==> config.mk <==
export PLATFORM = sky130hd
export DESIGN_NAME = mem_access_ctrl
export DESIGN_NICKNAME = d
export VERILOG_FILES = /design/src/rtl/mem_access_ctrl_pkg.sv /design/src/rtl/mem_access_ctrl_lane_align.sv /design/src/rtl/mem_access_ctrl.sv
export SDC_FILE = /design/constraint.sdc
export NUM_CORES = 1
export LEC_CHECK = 0
export BUFFER_PORTS_ARGS = -buffer_cell sky130_fd_sc_hd__buf_4
export CORE_MARGIN = 3
export CORE_UTILIZATION = 30
export CTS_CLUSTER_SIZE = 28
export DETAILED_ROUTE_END_ITERATION = 10
export SYNTH_ARGS = -nofsm -noshare
export SYNTH_HDL_FRONTEND = slang
export SYNTH_SLANG_ARGS = --single-unit
==> constraint.sdc <==
create_clock -name clk -period 1.76 [get_ports clk]
set_input_delay 0.088 -clock clk [delete_from_list [all_inputs] [get_ports clk]]
set_output_delay 0.088 -clock clk [all_outputs]
set_load 0.02 [all_outputs]
==> src/rtl/mem_access_ctrl_pkg.sv <==
// Shared opcodes, bus size codes, FSM encoding and op decode for the MEM-stage LSU.
// LSU_LWLR_EN adds the unaligned LWL/LWR/SWL/SWR ops to the load/store decode.
package mem_access_ctrl_pkg;

  localparam logic [7:0] EXE_LB_OP  = 8'b1110_0000;
  localparam logic [7:0] EXE_LH_OP  = 8'b1110_0001;
  localparam logic [7:0] EXE_LWL_OP = 8'b1110_0010;
  localparam logic [7:0] EXE_LW_OP  = 8'b1110_0011;
  localparam logic [7:0] EXE_LBU_OP = 8'b1110_0100;
  localparam logic [7:0] EXE_LHU_OP = 8'b1110_0101;
  localparam logic [7:0] EXE_LWR_OP = 8'b1110_0110;
  localparam logic [7:0] EXE_SB_OP  = 8'b1110_1000;
  localparam logic [7:0] EXE_SH_OP  = 8'b1110_1001;
  localparam logic [7:0] EXE_SWL_OP = 8'b1110_1010;
  localparam logic [7:0] EXE_SW_OP  = 8'b1110_1011;
  localparam logic [7:0] EXE_SWR_OP = 8'b1110_1110;

  localparam logic [1:0] SIZE_B = 2'd0;
  localparam logic [1:0] SIZE_H = 2'd1;
  localparam logic [1:0] SIZE_W = 2'd2;

  typedef enum logic [2:0] {ST_IDLE, ST_REQ, ST_WAIT, ST_DONE, ST_DRAIN} state_t;

  function automatic logic is_load(input logic [7:0] op);
    case (op)
      EXE_LB_OP, EXE_LBU_OP, EXE_LH_OP, EXE_LHU_OP, EXE_LW_OP: is_load = 1'b1;
`ifdef LSU_LWLR_EN
      EXE_LWL_OP, EXE_LWR_OP: is_load = 1'b1;
`endif
      default: is_load = 1'b0;
    endcase
  endfunction

  function automatic logic is_store(input logic [7:0] op);
    case (op)
      EXE_SB_OP, EXE_SH_OP, EXE_SW_OP: is_store = 1'b1;
`ifdef LSU_LWLR_EN
      EXE_SWL_OP, EXE_SWR_OP: is_store = 1'b1;
`endif
      default: is_store = 1'b0;
    endcase
  endfunction

  // LWL/LWR/SWL/SWR never fault, so they fall to the default arm.
  function automatic logic misaligned(input logic [7:0] op, input logic [1:0] a);
    case (op)
      EXE_LH_OP, EXE_LHU_OP, EXE_SH_OP: misaligned = a[0];
      EXE_LW_OP, EXE_SW_OP:             misaligned = (a != 2'b00);
      default:                          misaligned = 1'b0;
    endcase
  endfunction

endpackage

==> src/rtl/mem_access_ctrl_lane_align.sv <==
// Combinational byte-lane steering: store data/strobes out, load data extract+extend in.
// LSU_LWLR_EN enables the LWL/LWR merge and SWL/SWR partial-strobe paths.
module mem_lane_align
  import mem_access_ctrl_pkg::*;
#(
  parameter int DATA_W = 32,
  localparam int LANES = DATA_W / 8,
  localparam int LB    = $clog2(LANES)
) (
  input  logic [7:0]        op,
  input  logic [LB-1:0]     lane,
  input  logic [31:0]       wdata,
  input  logic [31:0]       rt_old,
  input  logic [DATA_W-1:0] bus_rdata,
  output logic [LANES-1:0]  wstrb,
  output logic [DATA_W-1:0] bus_wdata,
  output logic [31:0]       rdata,
  output logic [1:0]        size
);

  logic [LB-1:0] wlane;
  logic [1:0]    b;
  logic [31:0]   word, w32;
  logic [3:0]    s4;
  logic [7:0]    bv;
  logic [15:0]   hv;

`ifndef LSU_LWLR_EN
  logic unused_rt_old;
  assign unused_rt_old = ^rt_old;
`endif

  always_comb begin
    // wlane: first lane of the 32-bit word that holds the access
    wlane = lane & ~LB'(3);
    b     = lane[1:0];
    word  = bus_rdata[{wlane, 3'b000} +: 32];
    bv    = word[{b, 3'b000} +: 8];
    hv    = b[1] ? word[31:16] : word[15:0];
    rdata = word;
    w32   = wdata;
    s4    = 4'b0000;
    size  = SIZE_W;
    wstrb = '0;
    case (op)
      EXE_LB_OP:  begin rdata = {{24{bv[7]}}, bv};  size = SIZE_B; end
      EXE_LBU_OP: begin rdata = {24'd0, bv};        size = SIZE_B; end
      EXE_LH_OP:  begin rdata = {{16{hv[15]}}, hv}; size = SIZE_H; end
      EXE_LHU_OP: begin rdata = {16'd0, hv};        size = SIZE_H; end
      EXE_SB_OP: begin
        w32 = {4{wdata[7:0]}}; size = SIZE_B; wstrb = LANES'(1) << lane;
      end
      EXE_SH_OP: begin
        w32 = {2{wdata[15:0]}}; size = SIZE_H; wstrb = LANES'(3) << lane;
      end
      EXE_SW_OP: s4 = 4'b1111;
`ifdef LSU_LWLR_EN
      EXE_LWL_OP: rdata = (word << {~b, 3'b000}) | (rt_old & ~(32'hFFFF_FFFF << {~b, 3'b000}));
      EXE_LWR_OP: rdata = (word >> {b, 3'b000}) | (rt_old & ~(32'hFFFF_FFFF >> {b, 3'b000}));
      EXE_SWL_OP: begin w32 = wdata >> {~b, 3'b000}; s4 = 4'b1111 >> ~b; end
      EXE_SWR_OP: begin w32 = wdata << {b, 3'b000};  s4 = 4'b1111 << b;  end
`endif
      default: ;
    endcase
    if (s4 != 4'b0000) wstrb = LANES'(s4) << wlane;
    bus_wdata = {(LANES / 4){w32}};
  end

endmodule

==> src/rtl/mem_access_ctrl.sv <==
// MEM-stage load/store controller: one SRAM-like bus transaction per instruction, stalls until done.
// LSU_LWLR_EN (via the package decode and mem_lane_align) adds LWL/LWR/SWL/SWR.
module mem_access_ctrl
  import mem_access_ctrl_pkg::*;
#(
  parameter int DATA_W = 32,
  parameter int ADDR_W = 32,
  localparam int LANES = DATA_W / 8,
  localparam int LB    = $clog2(LANES)
) (
  input  logic              clk,
  input  logic              rst,
  input  logic              mem_valid,
  input  logic [7:0]        op,
  input  logic [ADDR_W-1:0] addr,
  input  logic [31:0]       wdata,
  input  logic [31:0]       rt_old,
  input  logic              flush,
  output logic              stall,
  output logic [31:0]       rdata,
  output logic              rdata_valid,
  output logic              adel,
  output logic              ades,
  output logic [ADDR_W-1:0] badvaddr,
  output logic              data_req,
  output logic              data_wr,
  output logic [1:0]        data_size,
  output logic [ADDR_W-1:0] data_addr,
  output logic [DATA_W-1:0] data_wdata,
  output logic [LANES-1:0]  data_wstrb,
  input  logic              data_addr_ok,
  input  logic              data_data_ok,
  input  logic [DATA_W-1:0] data_rdata
);

  state_t            state, state_nxt;
  logic [7:0]        op_q, cur_op;
  logic [ADDR_W-1:0] addr_q, cur_addr;
  logic [31:0]       wdata_q, rt_old_q, cur_wdata, cur_rt_old, ld_data;
  logic              mis, start, use_q;

  assign mis      = misaligned(op, addr[1:0]);
  assign adel     = mem_valid & is_load(op) & mis;
  assign ades     = mem_valid & is_store(op) & mis;
  assign badvaddr = (adel | ades) ? addr : '0;
  assign start    = mem_valid & (is_load(op) | is_store(op)) & ~mis & ~flush;

  // Once the request is issued, the bus fields and load capture come from the latched copy.
  assign use_q      = (state == ST_REQ) || (state == ST_WAIT);
  assign cur_op     = use_q ? op_q     : op;
  assign cur_addr   = use_q ? addr_q   : addr;
  assign cur_wdata  = use_q ? wdata_q  : wdata;
  assign cur_rt_old = use_q ? rt_old_q : rt_old;

  assign data_wr   = is_store(cur_op);
  assign data_addr = {cur_addr[ADDR_W-1:LB], {LB{1'b0}}};

  mem_lane_align #(.DATA_W(DATA_W)) u_align (
    .op        (cur_op),
    .lane      (cur_addr[LB-1:0]),
    .wdata     (cur_wdata),
    .rt_old    (cur_rt_old),
    .bus_rdata (data_rdata),
    .wstrb     (data_wstrb),
    .bus_wdata (data_wdata),
    .rdata     (ld_data),
    .size      (data_size)
  );

  always_comb begin
    state_nxt = state;
    data_req  = 1'b0;
    stall     = 1'b0;
    case (state)
      ST_IDLE: if (start) begin
        data_req  = 1'b1;
        stall     = 1'b1;
        state_nxt = data_addr_ok ? ST_WAIT : ST_REQ;
      end
      ST_REQ: begin
        stall = 1'b1;
        if (flush) state_nxt = ST_IDLE;
        else begin
          data_req = 1'b1;
          if (data_addr_ok) state_nxt = ST_WAIT;
        end
      end
      ST_WAIT: begin
        stall = 1'b1;
        // A response arriving with the flush is simply dropped; nothing left to drain.
        if (data_data_ok) state_nxt = flush ? ST_IDLE : ST_DONE;
        else if (flush)   state_nxt = ST_DRAIN;
      end
      ST_DONE:  state_nxt = ST_IDLE;
      ST_DRAIN: begin
        stall = start;
        if (data_data_ok) state_nxt = ST_IDLE;
      end
      default:  state_nxt = ST_IDLE;
    endcase
  end

  always_ff @(posedge clk) begin
    if (rst) begin
      state       <= ST_IDLE;
      rdata_valid <= 1'b0;
      rdata       <= '0;
      op_q        <= '0;
      addr_q      <= '0;
      wdata_q     <= '0;
      rt_old_q    <= '0;
    end else begin
      state       <= state_nxt;
      rdata_valid <= 1'b0;
      if (state == ST_IDLE && start) begin
        op_q     <= op;
        addr_q   <= addr;
        wdata_q  <= wdata;
        rt_old_q <= rt_old;
      end
      if (state == ST_WAIT && data_data_ok && !flush && is_load(op_q)) begin
        rdata_valid <= 1'b1;
        rdata       <= ld_data;
      end
    end
  end

endmodule

==> metrics.txt <==
core area=about 20000 µm²; Post-Syn Area=slightly above 6000 µm²; critical path arrival=roughly 2.2 ns; Synth area leader=dfxtp_1; Die H=roughly 150 µm; vias in the first global route=approximately 7600; post-placement cell count=1434; failing checks=setup timing; pwr dens=about 460 nW/µm²; Bufs and invs on worst path=5; reg2reg path depth=12; setup TNS=-50.74 ns; critical path's largest stage delay=between 0.3 and 0.4 ns; worst-path maximum fanout=13; critical-path cell list=nand4b_1 > buf_4 > o41ai_4 > buf_4 > nand3_2 > buf_12 > buf_12 > a21oi_4 > buf_6; final worst slack=-0.5424 ns; leakage=just under 6 nW; YS warnings=0; DRT Wirelength=~28000 µm; delay-heaviest family, CP=buffers and inverters; CP Data Required Time=1.67 ns; H-Tree Depth=3; WL per Instance=17.89 µm; Root Driver=clkbuf_16; layout cells sized above 1=between 50% and 60%; maximum buffer depth of the clock tree=2; global placer's final weighted congestion=roughly 0.86; post-route ant nets=0; DR iter-0 viols=438; crit path capture type=output pin; Max Cap Viol=0; Chip Width=about 150 µm; first-pass GRT wire length=between 40000 and 50000 µm; I/O Buffers=between 200 and 250; syn avg cell area=7.129 µm²; reg2reg end=rdata[21]$_SDFFE_PP0P_; RSZ-0062 raised after global routing=true; Non-Filler Instances=1585; critical path launch point=op_q[4]$_SDFFE_PP0P_; vias=a little under 8000; pin count of the biggest net entering global routing=60; HP Class=in2reg; Overall Power=approximately 6.0 mW; outcome=finished, violations left; Peak VDD IR=~0.00047 V; share of the synthesized area in the top cell type=34.98%; Worst Hold Slack=between 0.009 and 0.01 ns; RR Startpoint=op_q[4]$_SDFFE_PP0P_; FF-to-FF setup slack=-0.46 ns; CP Launch Type=flip-flop; IO Count=roughly 280; Final Hold Viols=0; Initial Utilization=31.15%; Via density=5.014; CP max stage cell=o41ai_4; CP Class=reg2out; FF+latch count, synth=108; Syn Inst Count=between 800 and 900; final setup violation count=172; CTS tree=built; minimum clock period=~2.3 ns; Post-synth EDFFs=0; worst slew pin tran=just under 0.8 ns; DRC=0; Distinct cells, synth=58; hpwl dp=~17000 µm; Primary FF master, synth=dfxtp_1; Initial DRT Pass Iterations=5; clock latency on the worst-skew pair=0.35 ns; Layout area overhead=108.7%; initial antenna violation count=0; relative max-transition margin=roughly half; Final nets=between 1000 and 1500; grt total ovfl=0; max-slew violation count=0; die area=between 20000 and 25000 µm²; number of cell rows=51; Hold Path Sink=rdata[5]$_SDFFE_PP0P_; CTS Sinks=roughly 110; fmax=approximately 430 MHz; sequential fraction of the synthesis area=roughly a third; Tcrit/Tclk final=130.8%; Antenna diodes=0; hold path start=data_rdata[21]; hold path cells=3; main area contributors after synthesis=dfxtp_1 (35%), nand2_1 (19%), a21oi_1 (8.7%), mux2i_1 (5.2%), and2_1 (3.5%); Worst-path clk slew=~0.070 ns; GRT Util Overall=between 20% and 30%; ys async rst share=0%; Post-Route Skew=about 0.012 ns; clock buffer count from CTS=9
[worst register-to-register path, delay by kind of cell, from the launching register on]
| kind | cells | cell delay (ns) |
|---|---|---|
| AOI/OAI and AO/OA | 3 | 0.42 |
| buffers and inverters | 6 | 0.89 |
| DFF | 1 | 0.31 |
| and+or+nand+nor | 3 | 0.53 |
[worst max path at each step]
stage                     cells past startpoint                     end
final                                         9          data_wdata[10]
after global routing                          9          data_wdata[10]
after CTS                                     9          data_wdata[10]
after detailed placement                      8  rdata[26]$_SDFFE_PP0P_
after global placement                        8  rdata[29]$_SDFFE_PP0P_
after floorplan                               8          data_wdata[16]
[placed cells by master (no fill, tap or decap), types with 7 or more instances in the layout]
master / synthesis / layout
and2_1: 35 / 33
dlygate4sd3_1: 0 / 62
buf_12: 0 / 26
mux2_2: 17 / 16
nor2_1: 34 / 16
o21ai_0: 31 / 24
a21oi_2: 4 / 39
dfxtp_1: 108 / 106
a21oi_4: 0 / 10
mux2i_1: 32 / 21
clkbuf_16: 0 / 18
nor2_2: 0 / 14
a21oi_1: 107 / 62
inv_1: 15 / 7
nand2_2: 1 / 55
buf_4: 3 / 273
buf_6: 3 / 117
nand2_4: 0 / 31
mux2i_4: 1 / 10
buf_16: 0 / 8
a31oi_4: 0 / 16
nand2_1: 313 / 227
nand3b_1: 8 / 8
[through the flow]
step	worst slack, ns	area [µm²]	utilization (%)
finish	-0.5424	12900	65.00
global route	-0.6311	12900	65.00
CTS	-0.5256	12050	60.72
detailed placement	-0.3032	9677	48.76
global placement	-0.2895	9677	48.76
floorplan	-0.1826	6789	-
[layer usage]
layer,share of wire [%],global-route usage (%)
met4,2.2,6.545
met1,43,30.26
met2,49,38.26
met3,6.0,3.574
met5,0,0
[sequential cells by signal, indices dropped and copies added, names as in the netlist]
signal       cells
rdata_valid      1
op_q             8
addr_q          32
wdata_q         32
state            3
rdata           32
[cell families after synthesis]
group / Yosys count / synth area share (%)
xor+xnor: 2 / 0.5265
buf+inv: 81 / 5.830
other cells: 1 / 0.06067
compound gates: 199 / 19.41
simple gates: 424 / 29.82
mux: 52 / 9.372
flops: 108 / 34.98
[synthesized netlist by cell type (4+ instances only)]
library cell  count
nand2_1         313
dfxtp_1         108
a21oi_1         107
clkbuf_1         48
and2_1           35
nor2_1           34
mux2i_1          32
o21ai_0          31
a31oi_1          18
mux2_2           17
inv_1            15
buf_2             9
a211oi_1          8
nand3b_1          8
nor3_1            8
a22oi_1           5
o211ai_1          5
a21oi_2           4
[area by class of cell]
type	count	area, µm²
fillers	1538	6947
repair buffers	502	5094
multi-input cells	679	4947
flip-flops and latches	108	2170
well taps	265	331.6
clock buffers	12	246.5
inverters	15	76.32
clock inverters	4	33.78
[timing repair]
item,in CTS,in global routing
gates resized for setup,246,134
setup buffers,35,24
cloned,11,12
setup endpoints to repair,169,171
pin swaps,59,39
endpoints found under the hold margin,59,0
hold buffers,62,0
[power by group]
| group | internal, mW | switching (mW) | leakage [nW] | total [mW] |
|---|---|---|---|---|
| combinational | 0.816 | 0.714 | 4.79 | 1.53 |
| clock | 1.01 | 0.965 | 0.133 | 1.98 |
| sequential | 2.45 | 0.00710 | 0.871 | 2.45 |
| total | 4.27 | 1.69 | 5.80 | 5.96 |
Power figures use the tool's default switching activity.
